File: src/rtl/sequence_detector_moore_pkg.sv
// Shared types and constants for the 1011 Moore sequence detector.
package sequence_detector_moore_pkg;

  localparam logic [3:0] PATTERN = 4'b1011;

  typedef enum logic [2:0] {
    IDLE  = 3'd0,
    S1    = 3'd1,
    S10   = 3'd2,
    S101  = 3'd3,
    S1011 = 3'd4
  } state_t;

endpackage

File: src/rtl/sequence_detector_moore_detect_counter.sv
// Free-running detection counter; wraps modulo 2^WIDTH.
module detect_counter #(
  parameter int WIDTH = 8
) (
  input  logic             clock,
  input  logic             reset,
  input  logic             enable,
  output logic [WIDTH-1:0] count
);

  always_ff @(posedge clock or negedge reset) begin
    if (!reset) begin
      count <= '0;
    end else if (enable) begin
      count <= count + WIDTH'(1);
    end
  end

endmodule

File: src/rtl/sequence_detector_moore.sv
// Moore FSM detecting serial pattern 1011 with overlap.
// Optional detection counter enabled by defining SEQ_DET_COUNT_EN.
module sequence_detector_moore
  import sequence_detector_moore_pkg::*;
#(
  parameter int COUNT_W = 8
) (
  input  logic               clock,
  input  logic               reset,
  input  logic               sequence_in,
`ifdef SEQ_DET_COUNT_EN
  output logic [COUNT_W-1:0] detect_count,
`endif
  output logic               detector_out
);

  state_t state;
  state_t next_state;

  always_ff @(posedge clock or negedge reset) begin
    if (!reset) begin
      state <= IDLE;
    end else begin
      state <= next_state;
    end
  end

  // Unused encodings fall through to the default and recover to IDLE.
  always_comb begin
    next_state = IDLE;
    case (state)
      IDLE:    next_state = sequence_in ? S1    : IDLE;
      S1:      next_state = sequence_in ? S1    : S10;
      S10:     next_state = sequence_in ? S101  : IDLE;
      S101:    next_state = sequence_in ? S1011 : S10;
      S1011:   next_state = sequence_in ? S1    : S10;
      default: next_state = IDLE;
    endcase
  end

  assign detector_out = (state == S1011);

`ifdef SEQ_DET_COUNT_EN
  detect_counter #(
    .WIDTH (COUNT_W)
  ) u_detect_counter (
    .clock  (clock),
    .reset  (reset),
    .enable (next_state == S1011),
    .count  (detect_count)
  );
`endif

endmodule

File: config.mk
export PLATFORM = sky130hd
export DESIGN_NAME = sequence_detector_moore
export DESIGN_NICKNAME = d
export VERILOG_FILES = /design/src/rtl/sequence_detector_moore_pkg.sv /design/src/rtl/sequence_detector_moore_detect_counter.sv /design/src/rtl/sequence_detector_moore.sv
export SDC_FILE = /design/constraint.sdc
export NUM_CORES = 1
export LEC_CHECK = 0
export BUFFER_PORTS_ARGS = -buffer_cell sky130_fd_sc_hd__buf_4
export CORE_AREA = 2 2 39 41
export CTS_CLUSTER_DIAMETER = 40
export CTS_CLUSTER_SIZE = 14
export DETAILED_ROUTE_END_ITERATION = 16
export DIE_AREA = 0 0 41 43
export PLACE_DENSITY = 0.3
export SYNTH_ARGS = -nofsm -noshare
export SYNTH_HDL_FRONTEND = slang
export SYNTH_SLANG_ARGS = --single-unit
File: constraint.sdc
create_clock -name clock -period 2.38 [get_ports clock]
set_input_delay 0.476 -clock clock [delete_from_list [all_inputs] [get_ports clock]]
set_output_delay 0.476 -clock clock [all_outputs]
set_load 0.03 [all_outputs]
==> results of run 1 <==
-- per-stage QoR --
stage | area, um^2 | util, % | worst slack [ns]
floorplan | 143 | - | 0.750
global route | 211 | 15.3 | 0.747
detailed placement | 185 | 13.4 | 1.10
global placement | 185 | 13.4 | 1.11
finish | 211 | 15.3 | 0.842
CTS | 211 | 15.3 | 0.826
-- synth_stat cells (all sizes together) --
| cell | number | area share [%] |
|---|---|---|
| and4b | 1 | 7.9 |
| nor2 | 1 | 2.6 |
| o21a | 1 | 5.3 |
| or3 | 1 | 4.4 |
| dfrtp | 3 | 53 |
| nor4bb | 1 | 7.0 |
| a21oi | 1 | 3.5 |
| nor3b | 2 | 11 |
| nor4b | 1 | 6.1 |
-- cell usage in the layout, fill, tap and decap left out, drive strengths merged --
cell / n
a21oi: 1
and4b: 1
buf: 3
clkbuf: 4
dfrtp: 3
nor2: 1
nor3b: 2
nor4b: 1
nor4bb: 1
o21a: 1
or3: 1
-- metal layers --
layer  share of wire (%)  vias up  routed length, um  track usage, %
met5                   0        -                  0               0
met4                   0        0                  0            8.00
met3                 8.7        0                 25               0
met2                  36        4                102            4.69
met1                  55       48                158            7.05
li1                    -       61                  -               -
-- worst paths after layout --
kind                                      endpoint  depth (start not counted)
worst max-delay path                  detector_out                          2
max in group asynchronous       state[0]$_DFF_PN0_                          1
worst max register to register  state[1]$_DFF_PN0_                          2
min in group clock              state[0]$_DFF_PN0_                          2
worst min-delay path            state[1]$_DFF_PN0_                          1
worst min register to register  state[2]$_DFF_PN0_                          1
-- cell families (layout without fill, tap and decap cells) --
| group | after synthesis | count (layout) | share of synthesized area [%] |
|---|---|---|---|
| buffers and inverters | 0 | 7 | 0 |
| flip-flops | 3 | 3 | 52.6 |
| AO/OA/AOI/OAI | 2 | 2 | 8.77 |
| AND/OR/NAND/NOR | 7 | 7 | 38.6 |
-- power groups by stage --
stage | Sequential (W) | Clock (W) | Combinational [W]
after floorplan | 0.0000607 | 0 | 0.00000894
after global placement | 0.0000619 | 0 | 0.0000138
after detailed placement | 0.0000619 | 0 | 0.0000147
after CTS | 0.0000616 | 0.0000984 | 0.0000143
after global routing | 0.0000631 | 0.000100 | 0.0000164
final | 0.0000616 | 0.0000925 | 0.0000142
-- worst max-delay path: stages (launching register included) --
cell     delay [ns]
dfrtp_1        0.43
nor3b_1        0.21
buf_4          0.19
-- cell type report --
type / instances / area, um^2 / area share (%)
clock buffer: 4 / 26.3 / 12.4
sequential: 3 / 75.1 / 35.5
tap: 16 / 20.0 / 9.47
timing repair buffer: 3 / 22.5 / 10.7
multi-input combinational: 9 / 67.6 / 32.0
==> qor.csv, run 1 <==
metric,value,unit
ANT cells,0,
Worst Max-Slew Pin Slew,0.227,ns
clock skew,0.00256,ns
Yosys reg bits,3,
internal reg-to-reg setup slack,1.30,ns
Worst setup SP type,flop,
final setup TNS,0,ns
Critical Path Start,state[2]$_DFF_PN0_,
Setup-failing EPs final,0,
PwrDens,796,mW/mm^2
H-tree Lvls,1,
CTS tree,built,
largest register by flop count,state,
Lkg Pwr,0.0903,nW
die area,0.00176,mm^2
WL final,286,um
RSZ-0062 raised after global routing,false,
WHS,0.0198,ns
Via density,3.23,
critical path arrival,1.06,ns
Final Hold Fails,0,
first-pass GRT wire length,552,um
worst reg2reg startpoint,state[0]$_DFF_PN0_,
Max transition margin,84.7,%
maximum fanout along the worst path,7,
GRT Overall Usage,4.91,%
Crit Path Category,reg -> out,
number of global-route vias before repair,139,
cell row count,14,
Switching Power,0.0000410,W
Die H,43,um
sequential share of power,36.6,%
clock power share,55.0,%
GPL Wtd Cong,0.571,
clock root buffer,clkbuf_4,
largest net degree at the start of global routing,8,
# port buffers,3,
Final #Nets,23,
Vias,113,
synth unique cells,9,
Pins Over Slew Limit,0,
combinational share of power,8.4,%
Setup crit end kind,output port,
Std-Cell Core Area,0.00138,mm^2
Initial Utilization,10.3,%
cell area after synthesis,143,um^2
largest registers,state (3),
max FFs per register,3,
routed len/inst,8.17,um
Area Growth Syn to Fin,48.2,%
required time of the critical path,1.90,ns
Mapped Cells,12,
Clock Pin Slew Worst Setup and Hold Paths,0.04,ns
number of fill cells in the layout,158,
DR DRC count,0,
Tot Pwr,0.000168,W
Inst Count DP,31,
gr ovfl total,0,
CTS hold repair buffers,0,
fin crit share,64.6,%
Detailed Route Iter0 Violations,1,
Period minus WS final,1.54,ns
fmax,0.650,GHz
initial antenna violation count,0,
num ports,4,
share of layout cells above drive strength 1,36.8,%
worst skew pair latency,0.23,ns
post_cts resized,0,
worst vdd ir,0.0000882,V
# Post-CTS Setup Buffers,0,
chip width,41,um
DRT Pass-1 Iters,2,
Synth warnings,0,
Internal,0.000127,W
cts bufs inserted,3,
Switching Share,24.3,%
Mapped Avg Cell Area,11.9,um^2
Max Cap Viol,0,
final std cells w/o fill,35,
Syn Nets,15,
Final ANT Viol Nets,0,
Worst Hold Class,in -> async,
"Seq/Total Area, Yosys",52.6,%
Sink Count,3,
maximum clock path buffer count,2,
outcome,completed,
(Power assumes the default switching activity.)
==> inputs of run 2 (changes only) <==
clock period = 1.2 ns   (was 2.38 ns; I/O delays follow)
==> run 2 against run 1 <==
Compared with the run above:
- the flow now finishes with violations (setup timing)
- hold slack improved by 0.24 ns
- utilization up 2.8 points
- combinational power grew to 3.8 times the previous value
- sequential power is 92% higher
- routed wire length rose by 42%
- clock skew fell by 0.0015 ns
- clock-buffer cell count did not move
- flip-flop and latch count stayed put
- critical path depth unchanged
- highest routed layer unchanged
- setup slack lost 0.87 ns
- cell area is 18% higher
==> qor.csv, run 2 (synthesis results as in run 1) <==
metric,value,unit
maximum clock path buffer count,2,
DRT Pass-1 Iters,2,
worst vdd ir,0.000192,V
largest register by flop count,state,
WHS,0.261,ns
Post-Layout Inst Area,250,um^2
violated checks,setup timing,
RSZ-0062 raised after global routing,true,
fmax,0.816,GHz
Final #Nets,27,
internal reg-to-reg setup slack,0.03,ns
Initial Utilization,10.3,%
CTS tree,built,
Lkg Pwr,0.111,nW
max FFs per register,3,
fin crit share,102,%
Place WS,0.115,ns
gr ovfl total,0,
H-tree Lvls,1,
cell row count,14,
number of global-route vias before repair,157,
dpl cell area,190,um^2
Area Growth Syn to Fin,75.4,%
ANT cells,0,
worst setup margin,-0.0250,ns
largest registers,state (3),
GRT Overall Usage,6.52,%
WHS Path Cells,2,
largest net degree at the start of global routing,7,
worst skew pair latency,0.23,ns
Worst setup SP type,flop,
first-pass GRT wire length,710,um
"most common cell after layout, fill and taps aside",buf_4,
Crit Path Category,reg -> out,
GR Layer Usage met3,1.57,%
share of layout cells above drive strength 1,52.2,%
Final Core Density,18.1,%
Detailed Route Iter0 Violations,3,
Vias,145,
Final Hold Fails,0,
WL final,405,um
grt met1 use,8.97,%
DR DRC count,0,
Worst Hold Class,in -> reg,
Max transition margin,84.4,%
maximum fanout along the worst path,2,
Setup-failing EPs final,1,
cts bufs inserted,3,
critical path arrival,0.98,ns
routed len/inst,10.4,um
PwrDens,1390,mW/mm^2
Worst Max-Slew Pin Slew,0.231,ns
initial antenna violation count,0,
chip width,41,um
Clock Pin Slew Worst Setup and Hold Paths,0.04,ns
Setup crit end kind,output port,
required time of the critical path,0.96,ns
Pins Over Slew Limit,0,
GPL Wtd Cong,0.539,
# port buffers,3,
Std-Cell Core Area,0.00138,mm^2
Sink Count,3,
M2 GR Usage,6.88,%
clock root buffer,clkbuf_4,
num ports,4,
R2R cell count,3,
Die H,43,um
clock skew,0.00102,ns
number of fill cells in the layout,155,
Max Cap Viol,0,
global-route layer with the greatest usage,met1,
Via density,3.72,
die area,0.00176,mm^2
Period minus WS final,1.22,ns
Tot Pwr,0.000349,W
Final ANT Viol Nets,0,
outcome,"finished, violations left",
most frequent cells in the layout,"buf_4 (6), clkbuf_4 (3), dfrtp_1 (2)",
## run 2: worst max-delay path, cell delays in order (launching register included)
cell,delay [ns]
dfrtp_1,0.39
nor3b_2,0.18
buf_4,0.18
## run 2: what timing repair did
action | in CTS | in global routing
endpoints found under the hold margin | 3 | 0
setup endpoints to repair | 1 | 1
buffers inserted | 3 | 0
gates resized for setup | 1 | 0
hold buffers | 1 | 0
## run 2: power breakdown
part           internal (W)  switching (W)  total [W]  leakage, nW
combinational     0.0000303      0.0000236  0.0000539       0.0583
sequential         0.000111     0.00000738   0.000118       0.0375
clock              0.000125      0.0000521   0.000177       0.0150
## run 2: final timing paths
path | end | from
worst max-delay path | detector_out | state[1]$_DFF_PN0_
worst min-delay path | state[0]$_DFF_PN0_ | sequence_in
worst max register to register | state[1]$_DFF_PN0_ | state[0]$_DFF_PN0_
worst min register to register | state[0]$_DFF_PN0_ | state[2]$_DFF_PN0_
max in group asynchronous | state[0]$_DFF_PN0_ | reset
min in group asynchronous | state[1]$_DFF_PN0_ | reset
## run 2: area by class of cell
class / count / area (um^2) / area share (%)
clock buffers: 4 / 26.3 / 10.5
well taps: 16 / 20.0 / 8.00
flip-flops and latches: 3 / 76.3 / 30.5
repair buffers: 7 / 55.1 / 22.0
multi-input cells: 9 / 72.6 / 29.0
## run 2: routing by layer
layer,vias up,wire length [um]
met1,70,183
li1,69,-
met5,-,0
met4,0,0
met2,6,179
met3,0,43
## run 2: through the flow
step                instances  TNS, ns
floorplan                  12        0
global placement           31        0
detailed placement         31        0
CTS                        39  -0.0409
global route               39  -0.0693
finish                     39  -0.0250
